$ cat config.mk
export PLATFORM = sky130hd
export DESIGN_NAME = ram_arbiter_flat
export DESIGN_NICKNAME = d
export VERILOG_FILES = /design/src/rtl/ram_arbiter_if.sv /design/src/rtl/rr_pick2.sv /design/src/rtl/ram_arbiter.sv /design/src/flat_wrapper.sv
export SDC_FILE = /design/constraint.sdc
export NUM_CORES = 1
export LEC_CHECK = 0
export CORE_ASPECT_RATIO = 1.75
export CORE_UTILIZATION = 27
export DETAILED_ROUTE_END_ITERATION = 8
export GPL_TIMING_DRIVEN = 0
export HOLD_SLACK_MARGIN = 0.05
export PLACE_DENSITY = 0.86
export SYNTH_ARGS = -nofsm -noshare
export SYNTH_HDL_FRONTEND = slang
export SYNTH_SLANG_ARGS = --single-unit
export TNS_END_PERCENT = 30
$ cat constraint.sdc
create_clock -name clk -period 3.03 [get_ports clk]
set_input_delay 0.606 -clock clk [delete_from_list [all_inputs] [get_ports clk]]
set_output_delay 0.606 -clock clk [all_outputs]
set_load 0.05 [all_outputs]
$ cat src/rtl/ram_arbiter_if.sv
// Client-side bundle of the two-requester RAM arbiter: per-client request/grant
// handshake plus the shared read-data return.
interface ram_arbiter_if #(
  parameter int WIDTH      = 16,
  parameter int ADDR_WIDTH = 8
);
  logic                  req0;
  logic                  we0;
  logic                  lock0;
  logic [ADDR_WIDTH-1:0] addr0;
  logic [WIDTH-1:0]      wdata0;
  logic                  gnt0;
  logic                  rvalid0;

  logic                  req1;
  logic                  we1;
  logic                  lock1;
  logic [ADDR_WIDTH-1:0] addr1;
  logic [WIDTH-1:0]      wdata1;
  logic                  gnt1;
  logic                  rvalid1;

  logic [WIDTH-1:0]      rdata;

  // Client side drives requests and consumes grants/read data.
  modport master (
    output req0, we0, lock0, addr0, wdata0,
    output req1, we1, lock1, addr1, wdata1,
    input  gnt0, rvalid0, gnt1, rvalid1, rdata
  );

  // Arbiter side.
  modport slave (
    input  req0, we0, lock0, addr0, wdata0,
    input  req1, we1, lock1, addr1, wdata1,
    output gnt0, rvalid0, gnt1, rvalid1, rdata
  );
endinterface

$ cat src/rtl/rr_pick2.sv
// Combinational two-way round-robin pick. When force_en is set, requester
// force_id wins any contention regardless of last.
module rr_pick2 (
  input  logic req0,
  input  logic req1,
  input  logic last,
  input  logic force_en,
  input  logic force_id,
  output logic gnt0,
  output logic gnt1
);
  always_comb begin
    gnt0 = 1'b0;
    gnt1 = 1'b0;
    if (force_en) begin
      // The owner keeps priority; the other side only gets idle owner cycles.
      if (!force_id) begin
        gnt0 = req0;
        gnt1 = req1 & ~req0;
      end else begin
        gnt1 = req1;
        gnt0 = req0 & ~req1;
      end
    end else if (req0 && req1) begin
      gnt0 = last;
      gnt1 = ~last;
    end else begin
      gnt0 = req0;
      gnt1 = req1;
    end
  end
endmodule

$ cat src/rtl/ram_arbiter.sv
// Shares one single-port BRAM between two clients: round-robin arbitration with
// a bounded ownership lock for read-modify-write, and a 1-cycle rvalid pipeline.
module ram_arbiter #(
  parameter int WIDTH      = 16,
  parameter int ADDR_WIDTH = 8,
  parameter int LOCK_MAX   = 4
) (
  input  logic                  clk,
  input  logic                  rst,
  ram_arbiter_if.slave          bus,
  output logic [ADDR_WIDTH-1:0] ram_addr,
  output logic [WIDTH-1:0]      ram_din,
  output logic                  ram_we,
  input  logic [WIDTH-1:0]      ram_dout
);
  typedef enum logic [1:0] {
    IDLE = 2'd0,
    OWN0 = 2'd1,
    OWN1 = 2'd2
  } state_t;

  localparam logic [3:0] LOCK_LIMIT = 4'(LOCK_MAX);

  state_t     state_reg, state_next;
  logic [3:0] lock_cnt_reg, lock_cnt_next;
  logic       last_reg, last_next;
  logic       rvalid0_reg, rvalid1_reg;
  logic       pick0, pick1;
  logic       gnt0, gnt1;
  logic       force_en, force_id;

  assign force_en = (state_reg != IDLE);
  assign force_id = (state_reg == OWN1);

  rr_pick2 u_pick (
    .req0     (bus.req0),
    .req1     (bus.req1),
    .last     (last_reg),
    .force_en (force_en),
    .force_id (force_id),
    .gnt0     (pick0),
    .gnt1     (pick1)
  );

  // Reset masks grants combinationally so no access reaches the RAM during rst.
  assign gnt0 = pick0 & ~rst;
  assign gnt1 = pick1 & ~rst;

  assign bus.gnt0    = gnt0;
  assign bus.gnt1    = gnt1;
  assign bus.rvalid0 = rvalid0_reg & ~rst;
  assign bus.rvalid1 = rvalid1_reg & ~rst;
  assign bus.rdata   = ram_dout;

  always_comb begin
    ram_we   = 1'b0;
    ram_addr = '0;
    ram_din  = '0;
    if (gnt0) begin
      ram_we   = bus.we0;
      ram_addr = bus.addr0;
      ram_din  = bus.wdata0;
    end else if (gnt1) begin
      ram_we   = bus.we1;
      ram_addr = bus.addr1;
      ram_din  = bus.wdata1;
    end
  end

  always_comb begin
    state_next    = state_reg;
    lock_cnt_next = lock_cnt_reg;
    last_next     = last_reg;
    if (gnt0) begin
      last_next = 1'b0;
    end else if (gnt1) begin
      last_next = 1'b1;
    end
    case (state_reg)
      IDLE: begin
        if (gnt0 && bus.lock0) begin
          state_next    = OWN0;
          lock_cnt_next = 4'd1;
        end else if (gnt1 && bus.lock1) begin
          state_next    = OWN1;
          lock_cnt_next = 4'd1;
        end
      end
      OWN0: begin
        if (!bus.req0 || (gnt0 && !bus.lock0)) begin
          state_next    = IDLE;
          lock_cnt_next = 4'd0;
        end else if (gnt0) begin
          // Hitting the bound releases ownership; last=0 hands the next tie to 1.
          if (lock_cnt_reg >= LOCK_LIMIT - 4'd1) begin
            state_next    = IDLE;
            lock_cnt_next = 4'd0;
          end else begin
            lock_cnt_next = lock_cnt_reg + 4'd1;
          end
        end
      end
      OWN1: begin
        if (!bus.req1 || (gnt1 && !bus.lock1)) begin
          state_next    = IDLE;
          lock_cnt_next = 4'd0;
        end else if (gnt1) begin
          if (lock_cnt_reg >= LOCK_LIMIT - 4'd1) begin
            state_next    = IDLE;
            lock_cnt_next = 4'd0;
          end else begin
            lock_cnt_next = lock_cnt_reg + 4'd1;
          end
        end
      end
      default: begin
        state_next    = IDLE;
        lock_cnt_next = 4'd0;
      end
    endcase
  end

  always_ff @(posedge clk) begin
    if (rst) begin
      state_reg    <= IDLE;
      lock_cnt_reg <= 4'd0;
      last_reg     <= 1'b1;
      rvalid0_reg  <= 1'b0;
      rvalid1_reg  <= 1'b0;
    end else begin
      state_reg    <= state_next;
      lock_cnt_reg <= lock_cnt_next;
      last_reg     <= last_next;
      rvalid0_reg  <= gnt0 & ~bus.we0;
      rvalid1_reg  <= gnt1 & ~bus.we1;
    end
  end
endmodule

$ cat src/flat_wrapper.sv
// flat-port wrapper written by rule: the top's interface ports become plain ports
module ram_arbiter_flat 
#(
  parameter int WIDTH      = 16,
  parameter int ADDR_WIDTH = 8,
  parameter int LOCK_MAX   = 4
)
  (clk, rst, ram_addr, ram_din, ram_we, ram_dout, bus_req0, bus_we0, bus_lock0, bus_addr0, bus_wdata0, bus_req1, bus_we1, bus_lock1, bus_addr1, bus_wdata1, bus_gnt0, bus_rvalid0, bus_gnt1, bus_rvalid1, bus_rdata);
  ram_arbiter_if #(.WIDTH(WIDTH), .ADDR_WIDTH(ADDR_WIDTH)) bus_i ();
  input  logic clk;
  input  logic rst;
  output logic [ADDR_WIDTH-1:0] ram_addr;
  output logic [WIDTH-1:0] ram_din;
  output logic ram_we;
  input  logic [WIDTH-1:0] ram_dout;
  input wire logic [$bits(bus_i.req0)-1:0] bus_req0;
  input wire logic [$bits(bus_i.we0)-1:0] bus_we0;
  input wire logic [$bits(bus_i.lock0)-1:0] bus_lock0;
  input wire logic [$bits(bus_i.addr0)-1:0] bus_addr0;
  input wire logic [$bits(bus_i.wdata0)-1:0] bus_wdata0;
  input wire logic [$bits(bus_i.req1)-1:0] bus_req1;
  input wire logic [$bits(bus_i.we1)-1:0] bus_we1;
  input wire logic [$bits(bus_i.lock1)-1:0] bus_lock1;
  input wire logic [$bits(bus_i.addr1)-1:0] bus_addr1;
  input wire logic [$bits(bus_i.wdata1)-1:0] bus_wdata1;
  output wire logic [$bits(bus_i.gnt0)-1:0] bus_gnt0;
  output wire logic [$bits(bus_i.rvalid0)-1:0] bus_rvalid0;
  output wire logic [$bits(bus_i.gnt1)-1:0] bus_gnt1;
  output wire logic [$bits(bus_i.rvalid1)-1:0] bus_rvalid1;
  output wire logic [$bits(bus_i.rdata)-1:0] bus_rdata;
  assign bus_i.req0 = bus_req0;
  assign bus_i.we0 = bus_we0;
  assign bus_i.lock0 = bus_lock0;
  assign bus_i.addr0 = bus_addr0;
  assign bus_i.wdata0 = bus_wdata0;
  assign bus_i.req1 = bus_req1;
  assign bus_i.we1 = bus_we1;
  assign bus_i.lock1 = bus_lock1;
  assign bus_i.addr1 = bus_addr1;
  assign bus_i.wdata1 = bus_wdata1;
  assign bus_gnt0 = bus_i.gnt0;
  assign bus_rvalid0 = bus_i.rvalid0;
  assign bus_gnt1 = bus_i.gnt1;
  assign bus_rvalid1 = bus_i.rvalid1;
  assign bus_rdata = bus_i.rdata;
  ram_arbiter #(.WIDTH(WIDTH), .ADDR_WIDTH(ADDR_WIDTH), .LOCK_MAX(LOCK_MAX)) u_core (.clk(clk), .rst(rst), .bus(bus_i), .ram_addr(ram_addr), .ram_din(ram_din), .ram_we(ram_we), .ram_dout(ram_dout));
endmodule
==> flow_summary.toml <==
[timing]
clock_skew_ns = 0.00644
final.setup.tns_ns = -0.210
worst_pin_slew_ns = 0.511
finalCriticalPeriod_ns = 3.08
rsz0062_at_grt = "true"
setup_ws_ns = -0.0482
fmax_mhz = 325
finalHoldViolCount = 0
relSlewSlack = 0.658
finalMaxSlewViolations = 0
fin_crit_sh = 1.02
finalSetupViolations = 5

[synthesis]
ys_types = 33
synth-seq-cells = 9
syn_area_um2 = 903
yosysWarnings = 0
yosys-top-cells-area = "a22o_1 24%, dfxtp_1 20%, buf_4 14%"
avgSynthCellArea_um2 = 8.60
yosysTopAreaCell = "a22o_1"
synthCells = 105
ys_seq_area_frac = 0.199
synth_nets = 178
synth_top_area_share = 0.242

[placed_design]
place_area_um2 = 1950
dp_hpwl_um = 2550
port_buffers = 99
gp_congestion = 0.776
pre_cts_slack_ns = -0.356

[cts]
cts_buffers = 3
cts.sinks = 9
cts_root_buffer = "clkbuf_8"
post_cts_buffers = 0
cts_max_path_buffers = 2
htree_levels = 1
cts_tree = "built"
cts.clk_slew.worst_paths_ns = 0.05
clk_latency_ns = 0.23

[layout]
drive_above_1_share = 0.212
syn2layout_area_growth_pct = 116
fin_area_um2 = 1960
largest_reg_flops = 4
most-common-layout-cells = "72 x clkdlybuf4s50_1, 25 x a22o_1, 17 x buf_4"
layout_commonest_cell = "clkdlybuf4s50_1"
layout.nets = 282
antenna_cells = 0

[die]
rows = 27
ios = 117
die-area_um2 = 3590
die_x_um = 45.7
coreArea_um2 = 3180
die_h_um = 78.5
initial_core_util = 0.284

[pwr]
pwr-share-clk = 0.162
switching_power_w = 0.000385
p_int_w = 0.000462
leakage_nw = 0.867
p_sw_frac = 0.454
pwr-share-seq = 0.170
irDropWorstVdd_uv = 304
power_frac_comb = 0.669
p_per_area_nw_per_um2 = 433

[worst_hold_path]
hold_class = "flip-flop to flip-flop"
min_from = "u_core.lock_cnt_reg[2]"
hold_end = "u_core.lock_cnt_reg[2]"
min_path_cells = 1

[global_route]
antenna_found_initial = 0
overflow = 0
grt_max_degree = 11
gr-usage-all-layers = 0.176
grt_pass1_vias = 1188
grt_pass1_wl_um = 4800

[setup_path]
r2r_setup_slack_ns = 1.68
regToRegEndpoint = "u_core.rvalid1_reg"
startpoint_type = "input pin"
critical_path_required_ns = 2.42
cp_data_arrival_time_ns = 2.47
crit_type = "input pin to output pin"
reg2regPathDepth = 7
critPathMaxFanout = 10
endpoint_kind = "output pin"
r2r-start = "u_core.state_reg[1]"

[detailed_routing]
routedWlPerCell_um = 12.1
vias = 1209
ant_nets = 0
drt-total-wl_um = 3030
dr.first_iter.drc_count = 25
drcViolationCount = 0
dr.pass1.iters = 4
vias_per_cell = 4.82

[status]
status = "finished, violations left"
violations = "negative setup slack"

[run]
cap_violations = 0
[power groups by stage]
| stage | Clock, W | Sequential (W) | Combinational [W] |
|---|---|---|---|
| floorplan | 0 | 0.000144 | 0.000392 |
| global placement | 0 | 0.000146 | 0.000590 |
| detailed placement | 0 | 0.000146 | 0.000594 |
| CTS | 0.000143 | 0.000143 | 0.000571 |
| global route | 0.000147 | 0.000145 | 0.000603 |
| finish | 0.000137 | 0.000144 | 0.000566 |
[Yosys cell counts]
cell,instances
nand4_1,1
buf_4,17
nor2b_1,5
nor3b_2,1
and3_1,1
a32oi_1,1
dfxtp_1,9
o2bb2ai_1,1
and2_1,2
o21a_1,1
and3b_1,2
ha_1,1
inv_1,2
o211ai_1,1
nand2_1,2
o22ai_1,1
buf_2,1
a2bb2oi_1,1
nand3b_1,2
a21oi_1,1
buf_6,7
o21ai_0,1
o221ai_1,1
a22o_1,25
nor4bb_1,1
o311a_1,1
o21ai_1,3
a31oi_1,1
nor3_1,2
nor2_1,7
nor2b_2,1
nor3b_1,1
clkinv_1,1
[routing by layer]
| layer | wire length (µm) | track usage |
|---|---|---|
| met4 | 32 | 0.0706 |
| met2 | 1620 | 0.331 |
| met3 | 371 | 0.0368 |
| met5 | 0 | 0 |
| met1 | 1010 | 0.173 |
[metrics by stage]
stage	power, W	cells	utilization	hold WS, ns
finish	0.000846	251	0.616	0.461
global route	0.000896	251	0.616	0.507
CTS	0.000857	251	0.623	0.467
detailed placement	0.000739	247	0.613	0.450
global placement	0.000735	247	0.613	0.445
floorplan	0.000537	105	-	0.431
[layout make-up]
cell class | instances | area, µm²
flip-flops and latches | 9 | 180
plain buffers | 25 | 211
inverters | 3 | 11.3
multi-input cells | 68 | 500
clock inverters | 1 | 5.00
fillers | 301 | 1220
repair buffers | 99 | 952
well taps | 43 | 53.8
clock buffers | 3 | 41.3
[cells by family after synthesis]
logic type / Yosys count / share of synthesized area
and+or+nand+nor: 28 / 0.190
AOI/OAI and AO/OA: 39 / 0.350
DFF: 9 / 0.199
buffers and inverters: 28 / 0.247
adders and majority gates: 1 / 0.0138
[worst max-delay path, stage by stage]
cell and delay [ns]:
clkdlybuf4s50_1 0.54, inv_1 0.06, o311a_1 0.34, buf_6 0.15
buf_6 0.14, a22o_1 0.22, dlygate4sd2_1 0.42
[what timing repair did]
action	in CTS	in global routing
endpoints found under the setup margin	27	23
gates resized for setup	41	12
hold endpoints to repair	0	0
hold buffers	0	0
gates cloned	0	0
[how the worst max path moves through the flow]
stage	startpoint	to	depth (start not counted)
after floorplan	rst	ram_din[10]	6
after global placement	bus_req1	ram_din[14]	7
after detailed placement	bus_req1	ram_din[14]	7
after CTS	bus_req1	ram_din[14]	7
after global routing	bus_req1	ram_din[0]	7
final	bus_req1	ram_addr[5]	7
No activity file was read; power rests on OpenSTA's default activity.
==> variant 1: new RTL, config.mk and constraints unchanged <==
Encoding of `state_t`: now one-hot (3 bits for 3 states).
--- a/src/rtl/ram_arbiter.sv
+++ b/src/rtl/ram_arbiter.sv
@@ -15,6 +15,6 @@
 );
-  typedef enum logic [1:0] {
-    IDLE = 2'd0,
-    OWN0 = 2'd1,
-    OWN1 = 2'd2
+  typedef enum logic [2:0] {
+    IDLE = 3'b001,
+    OWN0 = 3'b010,
+    OWN1 = 3'b100
   } state_t;
Behaviour: no difference found for any inputs over 10 cycles, from zero or initial values and one cycle with rst high; not proved beyond that.
==> variant 1 against the original RTL <==
Wire length grew 24%; clock power is 22% higher; final area is 10% higher; sequential cell count is 1 higher; die area up 16%; setup slack better by 0.22 ns; synthesized area up 17%; total power increased by 17%.
==> variant 1: results (changes against the original RTL) <==
* Outcome: complete, no violations (was finished, violations left)
* Vias in the first global route at 1351 (was 1188)
* Share of layout cells above drive strength 1 at 0.315 (was 0.212)
* Max incr delay on CP at 0.36 ns (was 0.54 ns)
* Placed cells at 263 (was 247)
* Post-Synth Adder-Cell Area at 0.0119 (was 0.0139)
* Max transition margin at 0.663 (was 0.658)
* Worst Skew at 0.00178 ns (was 0.00644 ns)
* Port buffer count at 100 (was 99)
* Leak pwr at 0.000931 µW (was 0.000867 µW)
* Initial drt markers at 27 (was 25)
* Post-CTS Resized at 144 (was 41)
* H-tree levels at 1 (unchanged)
* Final Non-Filler Cells at 268 (was 251)
* Final WL at 3750 µm (was 3030 µm)
* Area after DPL at 0.00211 mm² (was 0.00195 mm²)
* Yosys warning total at 0 (unchanged)
* Post-route worst setup slack at 0.174 ns (was -0.0482 ns)
* Crit path DAT at 2.25 ns (was 2.47 ns)
* Synth unique cells at 42 (was 33)
* All-Layer GR Usage at 0.186 (was 0.176)
* Hold slack at 0.481 ns (was 0.461 ns)
* Psw at 419 µW (was 385 µW)
* XOR/XNOR share of the synthesized area at 0.00830 (was 0)
* Share of power burned in the clock network at 0.169 (was 0.162)
* Max VDD drop at 0.294 mV (was 0.304 mV)
* Commonest cells post-synth: a22o_1 (25), buf_4 (17), dfxtp_1 (10), nor2b_1 (5), o21ai_0 (5) (was a22o_1 (25), buf_4 (17), dfxtp_1 (9), buf_6 (7), nor2_1 (7))
* Final instance area at 0.00215 mm² (was 0.00196 mm²)
* Synth top area cells: a22o_1 (21%), dfxtp_1 (19%), buf_4 (12%) (was a22o_1 (24%), dfxtp_1 (20%), buf_4 (14%))
* Sequential fraction of the synthesis area at 0.190 (was 0.199)
* Clock Tree Root: clkbuf_8 (unchanged)
* GP Congestion at 0.911 (was 0.776)
* Comb pwr share at 0.665 (was 0.669)
* FILL cells at 329 (was 301)
* Routed via count at 1332 (was 1209)
* Post-Syn Nets at 190 (was 178)
* Dpl hpwl at 3130 µm (was 2550 µm)
* Nets at 296 (was 282)
* DP Worst Slack at -0.883 ns (was -0.356 ns)
* Switching Share at 0.423 (was 0.454)
* Mux contribution to synthesized area at 0.0142 (was 0)
variant 1: cell types whose count changed after synthesis, moves of 3 or more:
cell	before	now
nor2_1	7	3
o21ai_0	1	5
a21oi_1	1	4
buf_6	7	2
variant 1: layout make-up:
cell class | instances | share of cell area
inverters | 3 | 0.00640
plain buffers | 23 | 0.0838
well taps | 46 | 0.0268
clock buffers | 4 | 0.0256
multi-input cells | 81 | 0.314
flip-flops and latches | 10 | 0.0931
repair buffers | 101 | 0.450
variant 1: metal layers:
layer  vias up  track usage  part of all wire
li1        646            -                 -
met1       597        0.177              0.34
met2        79        0.362              0.56
met3        10       0.0326             0.075
met4         0       0.0936             0.023
met5         -            0                 0
variant 1: final timing paths:
check	endpoint	cells after the start	start
hold reg to reg	u_core.lock_cnt_reg[3]	1	u_core.lock_cnt_reg[3]
setup / recovery	ram_din[2]	7	rst
setup reg to reg	u_core.lock_cnt_reg[0]	7	u_core.state_reg[1]
hold / removal	u_core.lock_cnt_reg[3]	1	u_core.lock_cnt_reg[3]
==> variant 2: new RTL, config.mk and constraints unchanged <==
Without the edit above. `ADDR_WIDTH` is set to 8 in 3 places; all go to 9.
--- a/src/rtl/ram_arbiter_if.sv
+++ b/src/rtl/ram_arbiter_if.sv
@@ -4,3 +4,3 @@
   parameter int WIDTH      = 16,
-  parameter int ADDR_WIDTH = 8
+  parameter int ADDR_WIDTH = 9
 );
--- a/src/rtl/ram_arbiter.sv
+++ b/src/rtl/ram_arbiter.sv
@@ -4,3 +4,3 @@
   parameter int WIDTH      = 16,
-  parameter int ADDR_WIDTH = 8,
+  parameter int ADDR_WIDTH = 9,
   parameter int LOCK_MAX   = 4
--- a/src/flat_wrapper.sv
+++ b/src/flat_wrapper.sv
@@ -4,3 +4,3 @@
   parameter int WIDTH      = 16,
-  parameter int ADDR_WIDTH = 8,
+  parameter int ADDR_WIDTH = 9,
   parameter int LOCK_MAX   = 4
Interface: changed (resized bus_addr0, bus_addr1 and ram_addr); port bits go from 117 to 120. The function was not compared with the original's and may differ.
==> variant 2 against the original RTL <==
Final area grew 0.45%; synthesized cell count up 0.95%; critical path depth stayed put; via count increased by 3.6%; largest power group unchanged; wire length up 11%; critical endpoint is now ram_addr[6]; total power up 2.0%; clock skew is 0.0019 ns higher; setup slack better by 0.063 ns; combinational power is 2% higher; highest routed layer unchanged; utilization is 0.28 points higher; sequential cell count did not move; synthesized area is 0.28% higher.
==> variant 2: results (changes against the original RTL) <==
* Commonest cells post-synth: a22o_1 (26), buf_4 (17), dfxtp_1 (9), nor2_1 (7), buf_6 (6) (was a22o_1 (25), buf_4 (17), dfxtp_1 (9), buf_6 (7), nor2_1 (7))
* Clock buf/inv share at 0.0229 (was 0.0237)
* Synth top area cells: a22o_1 (25%), dfxtp_1 (20%), buf_4 (14%) (was a22o_1 (24%), dfxtp_1 (20%), buf_4 (14%))
* Clock buffers at 4 (was 3)
* Via density at 4.91 (was 4.82)
* Leak pwr at 0.000871 µW (was 0.000867 µW)
* Multi-input gate count at 69 (was 68)
* Sequential fraction of the synthesis area at 0.199 (about the same)
* Worst min-delay path startpoint: u_core.lock_cnt_reg[3] (was u_core.lock_cnt_reg[2])
* Hold slack at 0.463 ns (was 0.461 ns)
* Outcome: complete, no violations (was finished, violations left)
* Seq cells at 9 (unchanged)
* Complex-gate fraction of the synthesized area at 0.359 (was 0.350)
* Placed cells at 251 (was 247)
* Bufs w/o clock at 127 (was 124)
* FILL cells at 307 (was 301)
* Worst R2R Start: u_core.last_reg (was u_core.state_reg[1])
* Final WL at 3370 µm (was 3030 µm)
* RR Endpoint: u_core.state_reg[0] (was u_core.rvalid1_reg)
* R2R depth at 5 (was 7)
* Max VDD drop at 0.192 mV (was 0.304 mV)
* Initial drt markers at 4 (was 25)
* Worst min-delay path endpoint: u_core.lock_cnt_reg[3] (was u_core.lock_cnt_reg[2])
* Share of layout cells above drive strength 1 at 0.222 (was 0.212)
* Crit path DAT at 2.41 ns (was 2.47 ns)
* Mapped Avg Cell Area at 8.55 µm² (was 8.60 µm²)
* Slew @ Worst Pin at 0.515 ns (was 0.511 ns)
* All-Layer GR Usage at 0.196 (was 0.176)
* Post-Syn Nets at 181 (was 178)
* Dpl hpwl at 2820 µm (was 2550 µm)
* Final core occ at 0.619 (was 0.616)
* Nets at 288 (was 282)
-- variant 2: changes by cell type after synthesis, sizes merged --
cell  change
a22o      +1
-- variant 2: worst max path at each step --
stage | from | end | slack [ns]
floorplan | rst | ram_din[10] | 0.57
global placement | bus_req1 | ram_din[3] | -0.37
detailed placement | bus_req1 | ram_din[2] | -0.37
CTS | bus_req1 | ram_din[2] | -0.08
global route | bus_req0 | ram_din[11] | -0.09
finish | bus_req1 | ram_addr[6] | 0.02
-- variant 2: what timing repair did --
item | in CTS | in global routing
resized for setup | 44 | 20
cloned | 0 | 0
setup endpoints to repair | 28 | 25
-- variant 2: layer usage --
metal / vias up / global-route usage / routed length [µm]
met1: 562 / 0.189 / 1150
met2: 81 / 0.356 / 1820
met3: 13 / 0.0345 / 263
li1: 596 / - / -
met5: - / 0 / 0
met4: 0 / 0.118 / 138
-- variant 2: power by group --
part	internal [µW]	leakage, µW	switching [µW]
Sequential	135	0.0000736	8.20
Clock	92.1	0.0000228	51.8
Combinational	234	0.000775	341
